File: src/rtl/data_mem_pkg.sv
// rtl/data_mem_pkg.sv - shared types and limits for the data-memory controller
package data_mem_pkg;

    typedef enum logic [2:0] {
        F3_B  = 3'b000,
        F3_H  = 3'b001,
        F3_W  = 3'b010,
        F3_BU = 3'b100,
        F3_HU = 3'b101
    } width_e;

    typedef enum logic [1:0] {
        ST_IDLE,
        ST_WAIT,
        ST_RESP
    } state_e;

    localparam int MAX_WAIT_STATES = 15;

endpackage

File: src/rtl/mem_byte_lane.sv
// rtl/mem_byte_lane.sv - store lane steering and load lane extraction/extension
module mem_byte_lane
    import data_mem_pkg::*;
(
    input  logic [2:0]  funct3,
    input  logic [1:0]  byteOff,
    input  logic [31:0] storeData,
    input  logic [31:0] loadWord,
    output logic [3:0]  byteEn,
    output logic [31:0] laneData,
    output logic [31:0] loadData
);

    logic [7:0]  byteSel;
    logic [15:0] halfSel;

    always_comb begin
        byteEn   = 4'hf;
        laneData = storeData;
        loadData = loadWord;
        byteSel  = loadWord[{byteOff, 3'b000} +: 8];
        halfSel  = byteOff[1] ? loadWord[31:16] : loadWord[15:0];
        case (funct3)
            F3_B, F3_BU: begin
                byteEn   = 4'b0001 << byteOff;
                laneData = {4{storeData[7:0]}};
                loadData = (funct3 == F3_B) ? {{24{byteSel[7]}}, byteSel}
                                            : {24'b0, byteSel};
            end
            F3_H, F3_HU: begin
                // odd byte offset is simply masked; misalignment is judged by the caller
                byteEn   = byteOff[1] ? 4'b1100 : 4'b0011;
                laneData = {2{storeData[15:0]}};
                loadData = (funct3 == F3_H) ? {{16{halfSel[15]}}, halfSel}
                                            : {16'b0, halfSel};
            end
            default: begin
                byteEn = 4'hf;
            end
        endcase
    end

endmodule

File: src/rtl/data_mem_ctrl.sv
// rtl/data_mem_ctrl.sv - RV32I load/store word-array controller with wait states
// Optional misalignment checking: DATA_MEM_MISALIGN_CHECK_EN
module data_mem_ctrl
    import data_mem_pkg::*;
#(
    parameter int DEPTH       = 64,
    parameter int WAIT_STATES = 0
) (
    input  logic        clk,
    input  logic        reset,
    input  logic        req,
    input  logic        we,
    input  logic [2:0]  funct3,
    input  logic [31:0] addr,
    input  logic [31:0] wdata,
    output logic [31:0] rdata,
    output logic        ready,
    output logic        err
);

    localparam int IDX_W = $clog2(DEPTH);
    localparam int CNT_W = $clog2(MAX_WAIT_STATES + 1);
    localparam logic [CNT_W-1:0] WAIT_INIT = CNT_W'(WAIT_STATES);

    state_e             state, nextState;
    logic [CNT_W-1:0]   waitCnt;
    logic               capWe;
    logic [2:0]         capF3;
    logic [IDX_W+1:0]   capAddr;
    logic [31:0]        capWdata;

    logic               accWe;
    logic [2:0]         accF3;
    logic [IDX_W+1:0]   accAddr;
    logic [31:0]        accWdata;
    logic               enterResp;
    logic               misaligned;
    logic [3:0]         byteEn;
    logic [31:0]        laneData;
    logic [31:0]        loadData;
    logic [31:0]        mem [DEPTH];
    logic               unusedAddrBits;

    assign unusedAddrBits = ^addr[31:IDX_W+2];

    // with zero wait states the commit edge is the accept edge, so use the live inputs
    assign accWe    = (state == ST_IDLE) ? we             : capWe;
    assign accF3    = (state == ST_IDLE) ? funct3         : capF3;
    assign accAddr  = (state == ST_IDLE) ? addr[IDX_W+1:0] : capAddr;
    assign accWdata = (state == ST_IDLE) ? wdata          : capWdata;
    assign enterResp = (nextState == ST_RESP) && (state != ST_RESP);

`ifdef DATA_MEM_MISALIGN_CHECK_EN
    always_comb begin
        misaligned = 1'b0;
        case (accF3)
            F3_B, F3_BU: misaligned = 1'b0;
            F3_H, F3_HU: misaligned = accAddr[0];
            default:     misaligned = |accAddr[1:0];
        endcase
    end
`else
    assign misaligned = 1'b0;
`endif

    mem_byte_lane u_lane (
        .funct3    (accF3),
        .byteOff   (accAddr[1:0]),
        .storeData (accWdata),
        .loadWord  (mem[accAddr[IDX_W+1:2]]),
        .byteEn    (byteEn),
        .laneData  (laneData),
        .loadData  (loadData)
    );

    always_comb begin
        nextState = state;
        ready     = 1'b0;
        case (state)
            ST_IDLE: if (req) nextState = (WAIT_STATES == 0) ? ST_RESP : ST_WAIT;
            ST_WAIT: if (waitCnt == CNT_W'(1)) nextState = ST_RESP;
            ST_RESP: begin
                ready     = 1'b1;
                nextState = ST_IDLE;
            end
            default: nextState = ST_IDLE;
        endcase
    end

    always_ff @(posedge clk) begin
        if (reset) begin
            state    <= ST_IDLE;
            waitCnt  <= '0;
            capWe    <= 1'b0;
            capF3    <= 3'b000;
            capAddr  <= '0;
            capWdata <= '0;
            rdata    <= '0;
            err      <= 1'b0;
        end else begin
            state <= nextState;
            if (state == ST_IDLE && req) begin
                capWe    <= we;
                capF3    <= funct3;
                capAddr  <= addr[IDX_W+1:0];
                capWdata <= wdata;
                waitCnt  <= WAIT_INIT;
            end else if (state == ST_WAIT) begin
                waitCnt <= waitCnt - CNT_W'(1);
            end
            if (enterResp) begin
                err <= misaligned;
                if (!accWe) rdata <= misaligned ? 32'b0 : loadData;
            end
        end
    end

    // array is deliberately outside the reset domain
    always_ff @(posedge clk) begin
        if (!reset && enterResp && accWe && !misaligned) begin
            for (int i = 0; i < 4; i++) begin
                if (byteEn[i]) mem[accAddr[IDX_W+1:2]][8*i +: 8] <= laneData[8*i +: 8];
            end
        end
    end

endmodule

File: config.mk
export PLATFORM = sky130hd
export DESIGN_NAME = data_mem_ctrl
export DESIGN_NICKNAME = d
export VERILOG_FILES = /design/src/rtl/data_mem_pkg.sv /design/src/rtl/mem_byte_lane.sv /design/src/rtl/data_mem_ctrl.sv
export SDC_FILE = /design/constraint.sdc
export NUM_CORES = 2
export LEC_CHECK = 0
export ABC_AREA = 1
export BUFFER_PORTS_ARGS = -buffer_cell sky130_fd_sc_hd__buf_2
export CAP_MARGIN = 0
export CORE_UTILIZATION = 30
export DETAILED_ROUTE_END_ITERATION = 10
export PLACE_DENSITY = 0.5
export SLEW_MARGIN = 40
export SYNTH_ARGS = -nofsm -noshare
export SYNTH_HDL_FRONTEND = slang
export SYNTH_SLANG_ARGS = --single-unit
export TNS_END_PERCENT = 1
File: constraint.sdc
create_clock -name clk -period 6.2 [get_ports clk]
set_clock_uncertainty 0.2 [all_clocks]
set_input_delay 0 -clock clk [delete_from_list [all_inputs] [get_ports clk]]
set_output_delay 0 -clock clk [all_outputs]
set_load 0.005 [all_outputs]
==> qor_table.md <==
| Result | Value |
|---|---|
| Number of distinct library cells after synthesis | 41 |
| Area of the die | 280000 um2 |
| Total clock buffers created by CTS | 219 |
| Number of hold violations in the final report | 0 |
| Hold WC Path Type | in2reg |
| Critical path class | reg2reg |
| Sequential cell area | 63100 um2 |
| Peak supply drop | 0.252 mV |
| Largest net degree at the start of global routing | 72 |
| Half-perimeter wire length of the detailed placement result | 171000 um |
| Final WL | 280000 um |
| Maximum root-to-sink buffer count | 3 |
| Final Max Tran Viols | 0 |
| Number of nets produced by synthesis | 6796 |
| First-pass iteration count of the detailed router | 9 |
| Antenna violations before repair | 9 |
| Final Cycle Share | 85.2% |
| Final routed DRC violation total | 0 |
| Layout cell share with drive strength beyond 1 | 12.1% |
| Final core utilization | 35.8% |
| Setup repair after global routing missed its margin | false |
| Clock tree root buffer cell | sky130_fd_sc_hd__clkbuf_16 |
| Core box area | 276000 um2 |
| Worst max-slew margin expressed relative to the limit | 37.3% |
| Number of filler cells placed in the layout | 26915 |
| Maximum fanout along the worst path | 28 |
| Height of the chip | 529 um |
| Count of routing violations after the opening detailed-route iteration | 6112 |
| Clock Sink Count | 2130 |
| Number of failing setup endpoints in the final timing report | 0 |
| Count of mapped cells out of synthesis | 6723 |
| Final worst path period need | 5280 ps |
| Routability Congestion | 0.884 |
| Count of input and output buffers | 79 |
| Worst setup margin | 919 ps |
| Arrival time of data at the critical path endpoint | 5570 ps |
| Vias in the first global route | 52477 |
| Sequential element share of the synthesized area | 75.7% |
| Final global-route overflow total | 0 |
| Synth-to-layout area growth | 18.6% |
| Num rows | 193 |
| Pleak | 34.4 nW |
| Slew @ Worst Pin | 938 ps |
| EDFF count, synth | 2048 |
| Final net count | 7218 |
| Initial Util | 30.2% |
| Pwr per Cell Area | 328 nW/um2 |
| #FFs+latches synth | 2130 |
| Worst setup timing slack at the placement stage | 1130 ps |
| Crit path launch type | register |
| Post-synth top flop | sky130_fd_sc_hd__edfxtp_1 |
| Leading post-synthesis cells by cell area | sky130_fd_sc_hd__edfxtp_1, sky130_fd_sc_hd__nor2_1, sky130_fd_sc_hd__nand2_1, sky130_fd_sc_hd__o22ai_1, sky130_fd_sc_hd__dfxtp_1 |
| Crit path capture type | register |
| Clock tree from TritonCTS | yes |
| Combined area of all synthesized cells | 83400 um2 |
| Hold WS | 174 ps |
| Most area-hungry cell type in the Yosys netlist | sky130_fd_sc_hd__edfxtp_1 |
| Max Cap Violations | 0 |
| Max H-tree Level | 4 |
| Wire length per cell | 25.4 um |
| Clock latency of the later-clocked register in the worst-skew pair | 880 ps |
| Detail-routed via count per cell | 5.02 |
| IO Pins | 105 |
| Fmax achieved | 189 MHz |
| Width of the die | 529 um |
| Yosys warning total | 0 |
| Setup slack of the worst register-to-register path | 920 ps |
| Data required time at the worst endpoint | 6490 ps |
| Resized cells post-CTS | 0 |
| Clock-pin transition on the worst setup and hold timing paths | 60 ps |
| Multi-input gate area | 18500 um2 |
| GRT Overall Usage | 19.7% |
| Portion of synthesized cell area occupied by the leading cell type | 73.7% |
| DR vias | 55450 |
| Mean post-synth cell area | 12.4 um2 |
| Result of the run | completed |
| Share of flip-flops with an asynchronous set or reset after synthesis | 0% |
| First-pass GRT wire length | 392000 um |
| ANT nets after route | 0 |
## metal layers
metal  wire length (um)  part of all wire, %  GRT usage (%)  up-vias
li1                   -                    -              -    24585
met1             121000                   43           27.4    28091
met2             125000                   45           30.5     2362
met3              24100                  8.6           3.81      404
met4               9820                  3.5           6.73        8
met5                 52                0.019              0        -
## path summary, 6_finish.rpt
kind | startpoint | depth (start not counted) | to
max reg2reg | state[1] | 9 | mem[50][7]
min reg2reg | capWdata[17] | 2 | capWdata[17]
min | wdata[0] | 6 | mem[3][8]
max | state[1] | 9 | mem[50][7]
## stage by stage
| step | std cells | setup TNS, ps | cell area (um2) | total power, mW |
|---|---|---|---|---|
| final | 11045 | 0 | 98900 | 32.4 |
| after global routing | 11045 | 0 | 98900 | 33.3 |
| after CTS | 11040 | 0 | 98800 | 32.6 |
| after detailed placement | 10472 | 0 | 90100 | 19.4 |
| after global placement | 10467 | 0 | 89800 | 19.4 |
| after floorplan | 6723 | -70380 | 83400 | 18.1 |
## what timing repair did
item | in CTS | in global routing
hold buffers | 155 | 0
setup buffers | 0 | 0
endpoints found under the hold margin | 1265 | 0
## cell usage after synthesis, types with 4 or more instances
master,number
sky130_fd_sc_hd__nand4_1,64
sky130_fd_sc_hd__nor3_1,52
sky130_fd_sc_hd__edfxtp_1,2048
sky130_fd_sc_hd__nor2_1,1650
sky130_fd_sc_hd__nand3_1,151
sky130_fd_sc_hd__nand2_4,7
sky130_fd_sc_hd__a31oi_1,13
sky130_fd_sc_hd__nand2_2,13
sky130_fd_sc_hd__buf_2,220
sky130_fd_sc_hd__nor3_2,7
sky130_fd_sc_hd__o22a_1,42
sky130_fd_sc_hd__dfxtp_1,82
sky130_fd_sc_hd__o21ai_0,198
sky130_fd_sc_hd__inv_1,206
sky130_fd_sc_hd__o22ai_1,452
sky130_fd_sc_hd__o211ai_1,8
sky130_fd_sc_hd__nand2_1,1233
sky130_fd_sc_hd__o21ai_1,51
sky130_fd_sc_hd__nand3b_1,29
sky130_fd_sc_hd__buf_4,34
sky130_fd_sc_hd__nor2_4,4
sky130_fd_sc_hd__clkbuf_1,67
sky130_fd_sc_hd__a21oi_1,37
sky130_fd_sc_hd__inv_2,4
sky130_fd_sc_hd__buf_6,6
sky130_fd_sc_hd__buf_1,21
## area by class of cell
cell class / instances / share of cell area, %
flip-flops and latches: 2130 / 63.8
multi-input cells: 4034 / 18.7
clock buffers: 291 / 6.03
repair buffers: 549 / 4.77
well taps: 3705 / 4.69
clock inverters: 122 / 1.18
inverters: 211 / 0.802
diodes: 3 / 0.00759
## where the power goes
group / switching [mW] / total [mW] / internal [mW]
Combinational: 2.35 / 3.09 / 0.734
Clock: 5.62 / 13.2 / 7.55
Sequential: 0.0343 / 16.2 / 16.1
## critical path: stages, from the launching register on
cell and delay, ps:
sky130_fd_sc_hd__dfxtp_1 410, sky130_fd_sc_hd__inv_1 90, sky130_fd_sc_hd__nand2_2 410, sky130_fd_sc_hd__nand2_1 120, sky130_fd_sc_hd__nand2_2 510, sky130_fd_sc_hd__buf_4 670
sky130_fd_sc_hd__nand2_1 170, sky130_fd_sc_hd__nor2_1 710, sky130_fd_sc_hd__nand2_1 680, sky130_fd_sc_hd__nor2_1 800
## layout by cell type (no fill, tap or decap), types with 5 or more instances in the layout
cell / netlist / layout
sky130_fd_sc_hd__a21oi_1: 37 / 37
sky130_fd_sc_hd__a31oi_1: 13 / 5
sky130_fd_sc_hd__a31oi_4: 0 / 8
sky130_fd_sc_hd__buf_12: 0 / 26
sky130_fd_sc_hd__buf_2: 220 / 79
sky130_fd_sc_hd__buf_4: 34 / 280
sky130_fd_sc_hd__bufinv_16: 0 / 19
sky130_fd_sc_hd__clkbuf_1: 67 / 57
sky130_fd_sc_hd__clkbuf_16: 0 / 225
sky130_fd_sc_hd__clkbuf_8: 0 / 9
sky130_fd_sc_hd__clkinv_1: 1 / 48
sky130_fd_sc_hd__clkinv_2: 0 / 37
sky130_fd_sc_hd__clkinvlp_4: 0 / 6
sky130_fd_sc_hd__dfxtp_1: 82 / 82
sky130_fd_sc_hd__dlygate4sd3_1: 0 / 155
sky130_fd_sc_hd__edfxtp_1: 2048 / 2048
sky130_fd_sc_hd__inv_1: 206 / 206
sky130_fd_sc_hd__inv_16: 0 / 6
sky130_fd_sc_hd__nand2_1: 1233 / 1228
sky130_fd_sc_hd__nand2_2: 13 / 10
sky130_fd_sc_hd__nand2_4: 7 / 5
sky130_fd_sc_hd__nand2_8: 0 / 10
sky130_fd_sc_hd__nand3_1: 151 / 151
sky130_fd_sc_hd__nand3b_1: 29 / 29
sky130_fd_sc_hd__nand4_1: 64 / 64
sky130_fd_sc_hd__nor2_1: 1650 / 1545
sky130_fd_sc_hd__nor2_2: 3 / 107
sky130_fd_sc_hd__nor2_4: 4 / 5
sky130_fd_sc_hd__nor3_1: 52 / 51
sky130_fd_sc_hd__nor3_4: 0 / 7
sky130_fd_sc_hd__o211ai_1: 8 / 8
sky130_fd_sc_hd__o21ai_0: 198 / 179
sky130_fd_sc_hd__o21ai_1: 51 / 52
sky130_fd_sc_hd__o21ai_4: 0 / 18
sky130_fd_sc_hd__o22a_1: 42 / 42
sky130_fd_sc_hd__o22ai_1: 452 / 452
## flip-flops by register name, summed over array words and instances, names as in the netlist
signal    count
capAddr       8
rdata        32
capWe         1
state         2
mem        2048
capF3         3
waitCnt       4
capWdata     32
## cells by family (layout without fill, tap and decap cells)
| kind of cell | count (synthesis) | count (layout) | synth area share [%] |
|---|---|---|---|
| simple gates | 3223 | 3223 | 15.4 |
| flops | 2130 | 2130 | 75.7 |
| compound gates | 806 | 806 | 5.77 |
| buf+inv | 559 | 1173 | 3.05 |
| fa+ha+maj | 2 | 2 | 0.0300 |
| xor+xnor | 2 | 2 | 0.0210 |
| other cells | 1 | 4 | 0.00450 |
(Power assumes the default switching activity.)
